--- config.mk ---
export PLATFORM = sky130hd
export DESIGN_NAME = mode_controller
export DESIGN_NICKNAME = d
export VERILOG_FILES = /design/src/rtl/mode_controller.sv
export SDC_FILE = /design/constraint.sdc
export NUM_CORES = 1
export LEC_CHECK = 0
export CAP_MARGIN = 10
export CORE_MARGIN = 3
export CORE_UTILIZATION = 50
export CTS_CLUSTER_SIZE = 25
export DETAILED_ROUTE_END_ITERATION = 8
export PLACE_DENSITY = 0.69
export SYNTH_ARGS = -nofsm -noshare
export SYNTH_HDL_FRONTEND = slang
export SYNTH_SLANG_ARGS = --single-unit
--- constraint.sdc ---
create_clock -name clk -period 2.4 [get_ports clk]
set_clock_uncertainty 0.15 [all_clocks]
set_input_delay 0.48 -clock clk [delete_from_list [all_inputs] [get_ports clk]]
set_output_delay 0.48 -clock clk [all_outputs]
set_load 0.05 [all_outputs]
--- src/rtl/mode_controller.sv ---
// mode_controller
// Selects the display mode of a clock from a bank of active-low mode buttons
// and a SETUP request level. Every asynchronous input goes through a 2-flop
// synchroniser. Each button then has its own debounce counter, and each
// accepted press becomes a one-cycle event. A small mode state machine
// (saved run mode plus the visible mode) turns those events into a
// registered mode, an in_setup flag and a one-cycle mode_change pulse.
//
// Latency from the first clock edge that samples a new input level:
//   setUp   : 3 edges  (2 synchroniser edges + mode register)
//   button  : DEBOUNCE_CYC + 3 edges
//             (2 synchroniser edges + DEBOUNCE_CYC qualification edges,
//              which end by registering the press event, + mode register)

module mode_controller #(
  parameter int NUM_BTN      = 4,
  parameter int MODE_W       = 2,
  parameter int DEBOUNCE_CYC = 4,
  parameter int RESET_MODE   = 1
) (
  input  logic               clk,
  input  logic               rst_n,
  input  logic               setUp,
  input  logic [NUM_BTN-1:0] buttons,
  output logic [MODE_W-1:0]  mode,
  output logic               in_setup,
  output logic               mode_change
);

  // Highest run mode code. Button i selects run mode i+1, so only buttons
  // with index below MAX_RUN map to a mode.
  localparam int MAX_RUN = (1 << MODE_W) - 1;

  // The debounce counter is wide enough for the full 1..255 DEBOUNCE_CYC
  // range. A counter value of CNT_LAST means that the level has already
  // been stable for DEBOUNCE_CYC-1 cycles, so the current cycle completes
  // the qualification.
  localparam int             CNT_W    = 8;
  localparam logic [CNT_W-1:0]  CNT_LAST = CNT_W'(DEBOUNCE_CYC - 1);
  localparam logic [MODE_W-1:0] RST_MODE = MODE_W'(RESET_MODE);

  // ---------------------------------------------------------------------
  // Synchroniser stage: _p0 is the metastability flop and _p1 is the
  // first copy that is safe to use. On reset the button flops load 1
  // (released) and the setUp flops load 0 (not requested). Because of
  // this, a button that is still held when reset ends must go through a
  // complete new debounce.
  // ---------------------------------------------------------------------
  logic               r_setup_p0;
  logic               r_setup_p1;
  logic [NUM_BTN-1:0] r_btn_p0;
  logic [NUM_BTN-1:0] r_btn_p1;

  // Two-flop synchroniser for setUp and every button bit
  always_ff @(posedge clk) begin
    if (!rst_n) begin
      r_setup_p0 <= 1'b0;
      r_setup_p1 <= 1'b0;
      r_btn_p0   <= '1;
      r_btn_p1   <= '1;
    end else begin
      r_setup_p0 <= setUp;
      r_setup_p1 <= r_setup_p0;
      r_btn_p0   <= buttons;
      r_btn_p1   <= r_btn_p0;
    end
  end

  // ---------------------------------------------------------------------
  // Debounce stage: r_btn_state is the accepted level (1 = released).
  // When the synchronised level differs from the accepted level, that
  // new level is being qualified. When the synchronised level matches
  // the accepted level, any partial qualification is a bounce and the
  // counter is cleared. A press event is raised only on the
  // released->pressed transition, so a held button gives exactly one
  // event.
  // ---------------------------------------------------------------------
  logic [NUM_BTN-1:0] r_btn_state;
  logic [CNT_W-1:0]   r_cnt [NUM_BTN];
  logic [NUM_BTN-1:0] r_press_p2;

  // Per-button debounce counters, accepted levels and press events
  always_ff @(posedge clk) begin
    if (!rst_n) begin
      r_btn_state <= '1;
      r_press_p2  <= '0;
      for (int i = 0; i < NUM_BTN; i++) begin
        r_cnt[i] <= '0;
      end
    end else begin
      for (int i = 0; i < NUM_BTN; i++) begin
        r_press_p2[i] <= 1'b0;
        if (r_btn_p1[i] == r_btn_state[i]) begin
          r_cnt[i] <= '0;
        end else if (r_cnt[i] == CNT_LAST) begin
          r_btn_state[i] <= r_btn_p1[i];
          r_cnt[i]       <= '0;
          r_press_p2[i]  <= ~r_btn_p1[i];
        end else begin
          r_cnt[i] <= r_cnt[i] + 1'b1;
        end
      end
    end
  end

  // ---------------------------------------------------------------------
  // Press selection: this is combinational on the registered press
  // events. Among the mapped buttons, the lowest index wins. Buttons at
  // or above MAX_RUN are still debounced, but they never select a mode.
  // ---------------------------------------------------------------------
  logic              w_sel_vld;
  logic [MODE_W-1:0] w_sel_mode;

  // Lowest-index priority encoder over the mapped press events
  always_comb begin
    w_sel_vld  = 1'b0;
    w_sel_mode = '0;
    for (int i = NUM_BTN - 1; i >= 0; i--) begin
      if ((i < MAX_RUN) && r_press_p2[i]) begin
        w_sel_vld  = 1'b1;
        w_sel_mode = MODE_W'(i + 1);
      end
    end
  end

  // ---------------------------------------------------------------------
  // Mode state machine. The state has two parts: the saved run mode, and
  // the visible mode, which is either 0 (SETUP) or the saved run mode.
  // In SETUP, press events are dropped and are not queued. When setUp
  // falls, the visible mode goes back to the saved run mode, which
  // SETUP did not change.
  // ---------------------------------------------------------------------
  logic [MODE_W-1:0] r_mode;
  logic [MODE_W-1:0] r_saved_mode;
  logic              r_in_setup;
  logic              r_mode_change;

  logic [MODE_W-1:0] w_mode_nxt;
  logic [MODE_W-1:0] w_saved_nxt;
  logic              w_in_setup_nxt;
  logic              w_mode_change_nxt;

  // State register: mode, saved run mode and the registered outputs
  always_ff @(posedge clk) begin
    if (!rst_n) begin
      r_mode        <= RST_MODE;
      r_saved_mode  <= RST_MODE;
      r_in_setup    <= 1'b0;
      r_mode_change <= 1'b0;
    end else begin
      r_mode        <= w_mode_nxt;
      r_saved_mode  <= w_saved_nxt;
      r_in_setup    <= w_in_setup_nxt;
      r_mode_change <= w_mode_change_nxt;
    end
  end

  // Next state: a press outside setup updates the run mode; setup overrides
  always_comb begin
    w_saved_nxt = r_saved_mode;
    if (!r_setup_p1 && w_sel_vld) begin
      w_saved_nxt = w_sel_mode;
    end
    if (r_setup_p1) begin
      w_mode_nxt = '0;
    end else begin
      w_mode_nxt = w_saved_nxt;
    end
  end

  // Output decode: setup flag and change pulse for the next mode value
  always_comb begin
    w_in_setup_nxt    = (w_mode_nxt == '0);
    w_mode_change_nxt = (w_mode_nxt != r_mode);
  end

  assign mode        = r_mode;
  assign in_setup    = r_in_setup;
  assign mode_change = r_mode_change;

endmodule

### Word-level counts from Yosys, hierarchy flattened

Memories as Yosys holds them, arrays and structs flattened.
Cells that the tools add are included.

* add/subtract/negate cells: 4
* multiply operators: 0
* div/mod/pow operators: 0
* magnitude comparators: 0
* equality and inequality tests: 9
* shift-type cells: 0
* multiplexer cells: 65
* bitwise operators: 23
* reduce and logical (&&, ||, !) cells: 10

Operator list (count)
* $mux 8: 12
* $mux 1: 48
* $add 8x1->8 const B: 4
* $eq 8x2->1 const B: 4
* $or 1x1->1: 12
* $not 1->1: 11
* $mux 2: 5
* $reduce_or 3->1: 3
* $reduce_and 2->1: 4
* $eq 1x1->1: 4
* $logic_not 2->1: 1
* $ne 2x2->1: 1
* $logic_and 1x1->1: 1
* $logic_not 1->1: 1

* register bits: 23
* latch bits: 0
* RAM bits: 32
* ROM bits: 0
* input bits: 7
* output and inout port bits: 4
* logic and storage cells: 127
* memories: 1

Memory list
* r_cnt: words 4, width 8, read ports 4, clocked after Yosys merged registers in 0, write ports 4, line 79 `logic [CNT_W-1:0] r_cnt [NUM_BTN];`

### Longest topological paths before layout

* depth after elaboration: 7
* gate-level depth with buffers: 4
* mapped depth without buffers: 4

### Worst setup path after synthesis

OpenSTA, ideal clock, no wires.

* path type: flip-flop to flip-flop
* start: memory r_cnt[0][0]
* end: memory r_cnt[0][2] (data pin)
* setup time: 0.262 ns
* arrival: 1.429 ns
* data required time: 1.988 ns
* setup slack: 0.558 ns
* cell stages (with the launch flop): 5
* path buffers: 0
* period minus slack after synthesis: 1.842 ns
* path through: edfxtp_1 ha_1 or4b_4 o211ai_4 nor2_1

RTL lines (line)
* start: declaration: 79

### Final worst setup path

* start: register r_mode[0] (netlist: mode[0])
* end: output port mode[0]

RTL lines
* start: declaration: line 133 `logic [MODE_W-1:0] r_mode;`
* start signal: assignment: line 151 `r_mode <= w_mode_nxt;`
* end: declaration: line 25 `output logic [MODE_W-1:0] mode,`

No word-level cell between the ends.

==> impl.org <==
** Outcome
- The flow ran to the end, and the final reports show no timing, DRC or antenna violations.

** Timing
- Final critical delay including setup and external delays :: 2100 ps
- Final Setup Violations :: 0
- The worst pin sits at a relative slew slack of ~67%.
- Final clock period utilization by the worst path :: 87.4%
- Setup repair after global routing missed its margin :: no
- Fin. Hold Viols :: 0
- Setup total negative slack on the finished layout was measured at 0 ps.
- Least-Margin Pin Slew :: 500 ps
- Final setup slack of the worst path :: 302 ps
- Fin Hold WS :: ~270 ps
- Max Freq :: 0.477 GHz
- Max Slew Vio Count :: 0

** Global routing
- Global routing used 18.5% of the available met1 tracks.
- Number of antenna violations at the first check in global routing :: 0
- The first global-routing pass estimated 5.88 mm of wire.
- Entering global routing, the biggest net connects 25 pins.
- Summed over all layers, the global routing overflow is 0.
- Global Route Usage Sum :: 14.9%
- The number of global-route vias before repair is 1363.
- For this run, global-route usage on met2 was measured as 25.0%.
- Grt met3 use :: 3.77%
- The layer flagged by global routing as most heavily used is met2.

** CTS
- In this run, CTS created clock tree buffers numbering 5.
- Maximum clock insertion buffer count :: 2
- Buffers added to address setup during post-CTS repair amount to 0.
- Clock tree from TritonCTS :: yes
- Number of cells upsized or downsized after cts :: 0
- The H-tree was split into 2 levels.
- CTS Hold Bufs :: 0
- Clk slew on worst S/H paths :: 90 ps
- Clock tree synthesis found a total of 44 sinks.
- Clock latency on the worst-skew pair :: 300 ps
- Root Buffer :: sky130_fd_sc_hd__clkbuf_8

** Synth
- Top cells by area in the synthesized netlist :: sky130_fd_sc_hd__edfxtp_1, sky130_fd_sc_hd__dfxtp_1, sky130_fd_sc_hd__xor2_1
- After synthesis, the largest area contributor takes up approximately 36% of total cell area.
- Post-synthesis area per instance :: 11.0 um2
- In the synthesized netlist the dominant register cell turns out to be sky130_fd_sc_hd__edfxtp_1.
- Flop and latch count out of synthesis :: 44
- Summing every instance area after synthesis gives around 0.0020 mm2.
- Sequential elements use 55.9% of the synthesized area.
- Number of different library cells in the post-synthesis netlist :: 35
- Summing the areas of all and, or, nand and nor instances in the mapped netlist gives about a fifth of the synthesized area.
- In the synthesized netlist the async set-or-reset flop fraction comes to 0%.
- Post-synthesis adder-cell area fraction :: under 10%
- Number of flops mapped to enable cells by yosys :: 24
- Number of instances in the synthesized netlist :: 183
- Count of synthesis-stage warnings from yosys :: 0
- Complex-gate fraction of the synthesized area :: 14.6%
- Parity-gate share of the synthesized area counting xor and xnor cells :: under 10%
- After synthesis, the share of cell area in mux cells is 0%.
- Cell type with the highest aggregate area in the netlist :: sky130_fd_sc_hd__edfxtp_1
- After synthesis, the largest family of logic cells by area is simple AND/OR/NAND/NOR gates.

** Worst setup path
- Cell breakdown of the critical path :: clkdlybuf4s50_1
- Start of the worst register-to-register path :: r_cnt[0][0]
- The worst register-to-register path has a depth of 4.
- The setup path with the least slack is of type flip-flop to output port.
- In this run the number of cells on the critical path is 1.
- Critical path endpoint category :: output port
- In this design, the stage delay of the slowest critical-path cell is 810 ps.
- Critical path required time :: 1770 ps
- The endpoint identified for the worst register-to-register timing path is r_cnt[0][3].
- The slowest stage of the critical path is the sky130_fd_sc_hd__clkdlybuf4s50_1 cell.
- Following the worst setup path forward leads to its endpoint at mode[0].
- The cell family contributing the most delay on the critical path is buffers and inverters.
- Worst reg2reg setup slack :: 420 ps
- Worst Path Buf+Inv :: 1
- CP Max Fanout :: 3
- CP Launch Type :: flip-flop
- STA puts the critical path data arrival time at approximately 1500 ps.
- The most critical setup path has its startpoint at mode[0].

** Placed design
- At the end of routability-driven placement, the weighted congestion stood at 0.782.
- Number of placed instances, taps included :: 261
- After detailed placement, the total cell area comes to 0.00224 mm2.
- Final HPWL from detailed placement :: 2.32 mm
- I/O Buffers :: 9
- OpenSTA, run right after detailed placement, puts the worst setup slack at 426 ps.

** Cells and area
- The repair_antennas step left the layout with diodes totalling 0.
- Summing all non-filler instances in the final layout gives an area of 0.00235 mm2.
- Post-route core utilization :: 62.2%
- Total Nets Final :: 230
- Filler Cell Count :: 317
- Leaving out filler cells and counting taps, the final layout contains between 200 and 300.
- Layout cells sized above 1 :: 8.60%
- From synthesis to final layout, the design area changed by 17.1%.

** Die
- I/O pin count :: 11
- The die is 69.3 um tall.
- In this run the horizontal extent of the chip is 69.3 um.
- The floorplan step defined a die boundary enclosing 0.00480 mm2.
- In this run the standard cell core region covers 0.00377 mm2.
- Once the floorplan was initialized, standard cells occupied about 53% of the core.
- The floorplan has 22 rows.

** Routing
- Count of antenna-violating nets left after detailed routing :: 0
- Number of iterations in the first detailed-routing pass :: 4
- In the final routed layout, each cell accounts on average for 11.8 um.
- Detailed routing inserted a total of between 1000 and 1500 vias.
- Count of unresolved DRC violations after routing :: 0
- For this block, the initial DRC count from the detailed router was 36.
- Final wirelength :: 3.18 mm
- In the routed layout, each cell is associated on average with a via count of 5.16.

** Power and ir drop
- Power per unit of standard cell area :: 624 mW/mm2
- Overall power consumption after layout is estimated at between 1 and 1.5 mW.
- For this design the static power due to leakage is 0.878 nW.
- The worst-case IR drop observed on VDD is 0.000443 V.

** Hold path
- Class of the worst hold path :: flip-flop to flip-flop

** Run
- Max-capacitance violation count :: 0
-- routing by layer --
layer	routed length, um	part of all wire [%]	up-vias
li1	-	-	724
met1	1470	46	650
met2	1590	50	11
met3	83	2.6	4
met4	38	1.2	0
met5	0	0	-
-- layout by cell type, fill, tap and decap left out, drive strengths merged, types with 2 or more instances in the layout --
cell           synthesis  final
xnor2                  3      3
clkdlybuf4s50          0      9
nor2                  16     16
nand4                  3      3
xor2                   9      9
dfxtp                 20     20
inv                   10     10
ha                     3      3
nor2b                  2      2
or3b                   2      2
o211ai                 3      3
and2                   2      2
o21ai                 13     13
or4                    2      2
nand3                 12     12
a21oi                  9      9
clkinv                 0      2
or3                   10     10
clkbuf                 2      6
edfxtp                24     24
nand2                  9      9
nor4                   4      4
o311ai                 3      3
conb                   1     24
nand2b                 8      8
o311a                  2      2
-- synthesized netlist by cell type (4+ instances only) --
master                     number
sky130_fd_sc_hd__or3_1         10
sky130_fd_sc_hd__nand2b_1       8
sky130_fd_sc_hd__dfxtp_1       20
sky130_fd_sc_hd__nand2_1        9
sky130_fd_sc_hd__nor2_1        16
sky130_fd_sc_hd__inv_1         10
sky130_fd_sc_hd__nand3_1       12
sky130_fd_sc_hd__xor2_1         9
sky130_fd_sc_hd__o21ai_0       13
sky130_fd_sc_hd__nor4_1         4
sky130_fd_sc_hd__a21oi_1        9
sky130_fd_sc_hd__edfxtp_1      24
-- cell type report --
| cell class | instances | area [um2] | area share (%) |
|---|---|---|---|
| multi-input cells | 149 | 920 | 39.2 |
| flip-flops and latches | 44 | 1120 | 47.8 |
| repair buffers | 10 | 97.6 | 4.16 |
| well taps | 48 | 60.1 | 2.56 |
| clock buffers | 6 | 93.8 | 4.00 |
| inverters | 10 | 37.5 | 1.60 |
| clock inverters | 2 | 17.5 | 0.746 |
-- power breakdown --
group | internal (mW) | switching (mW) | total (mW)
sequential | 0.820 | 0.0253 | 0.845
combinational | 0.0360 | 0.0472 | 0.0831
clock | 0.272 | 0.265 | 0.536
total | 1.13 | 0.337 | 1.46
-- flip-flops by register name (all words and copies together) (netlist names) --
name,flops
r_saved_mode,2
r_cnt,24
mode,2
r_press_p2,3
r_btn_p1,3
r_btn_state,3
mode_change,1
in_setup,1
r_setup_p1,1
r_setup_p0,1
r_btn_p0,3
-- worst min-delay path by stage --
stage	to	start	cells past startpoint
3_5_place_dp	r_btn_p1[1]	r_btn_p0[1]	1
4_1_cts	r_btn_p1[1]	r_btn_p0[1]	1
6_report	r_btn_p1[1]	r_btn_p0[1]	1
2_1_floorplan	r_btn_p1[0]	r_btn_p0[0]	1
3_3_place_gp	r_btn_p1[0]	r_btn_p0[0]	1
5_1_grt	r_btn_p1[0]	r_btn_p0[0]	1
-- cells by family after synthesis --
group | count (synthesis)
compound gates | 38
xor+xnor | 12
fa+ha+maj | 3
buf+inv | 13
flops | 44
other cells | 1
simple gates | 72
Power figures use the tool's default switching activity.
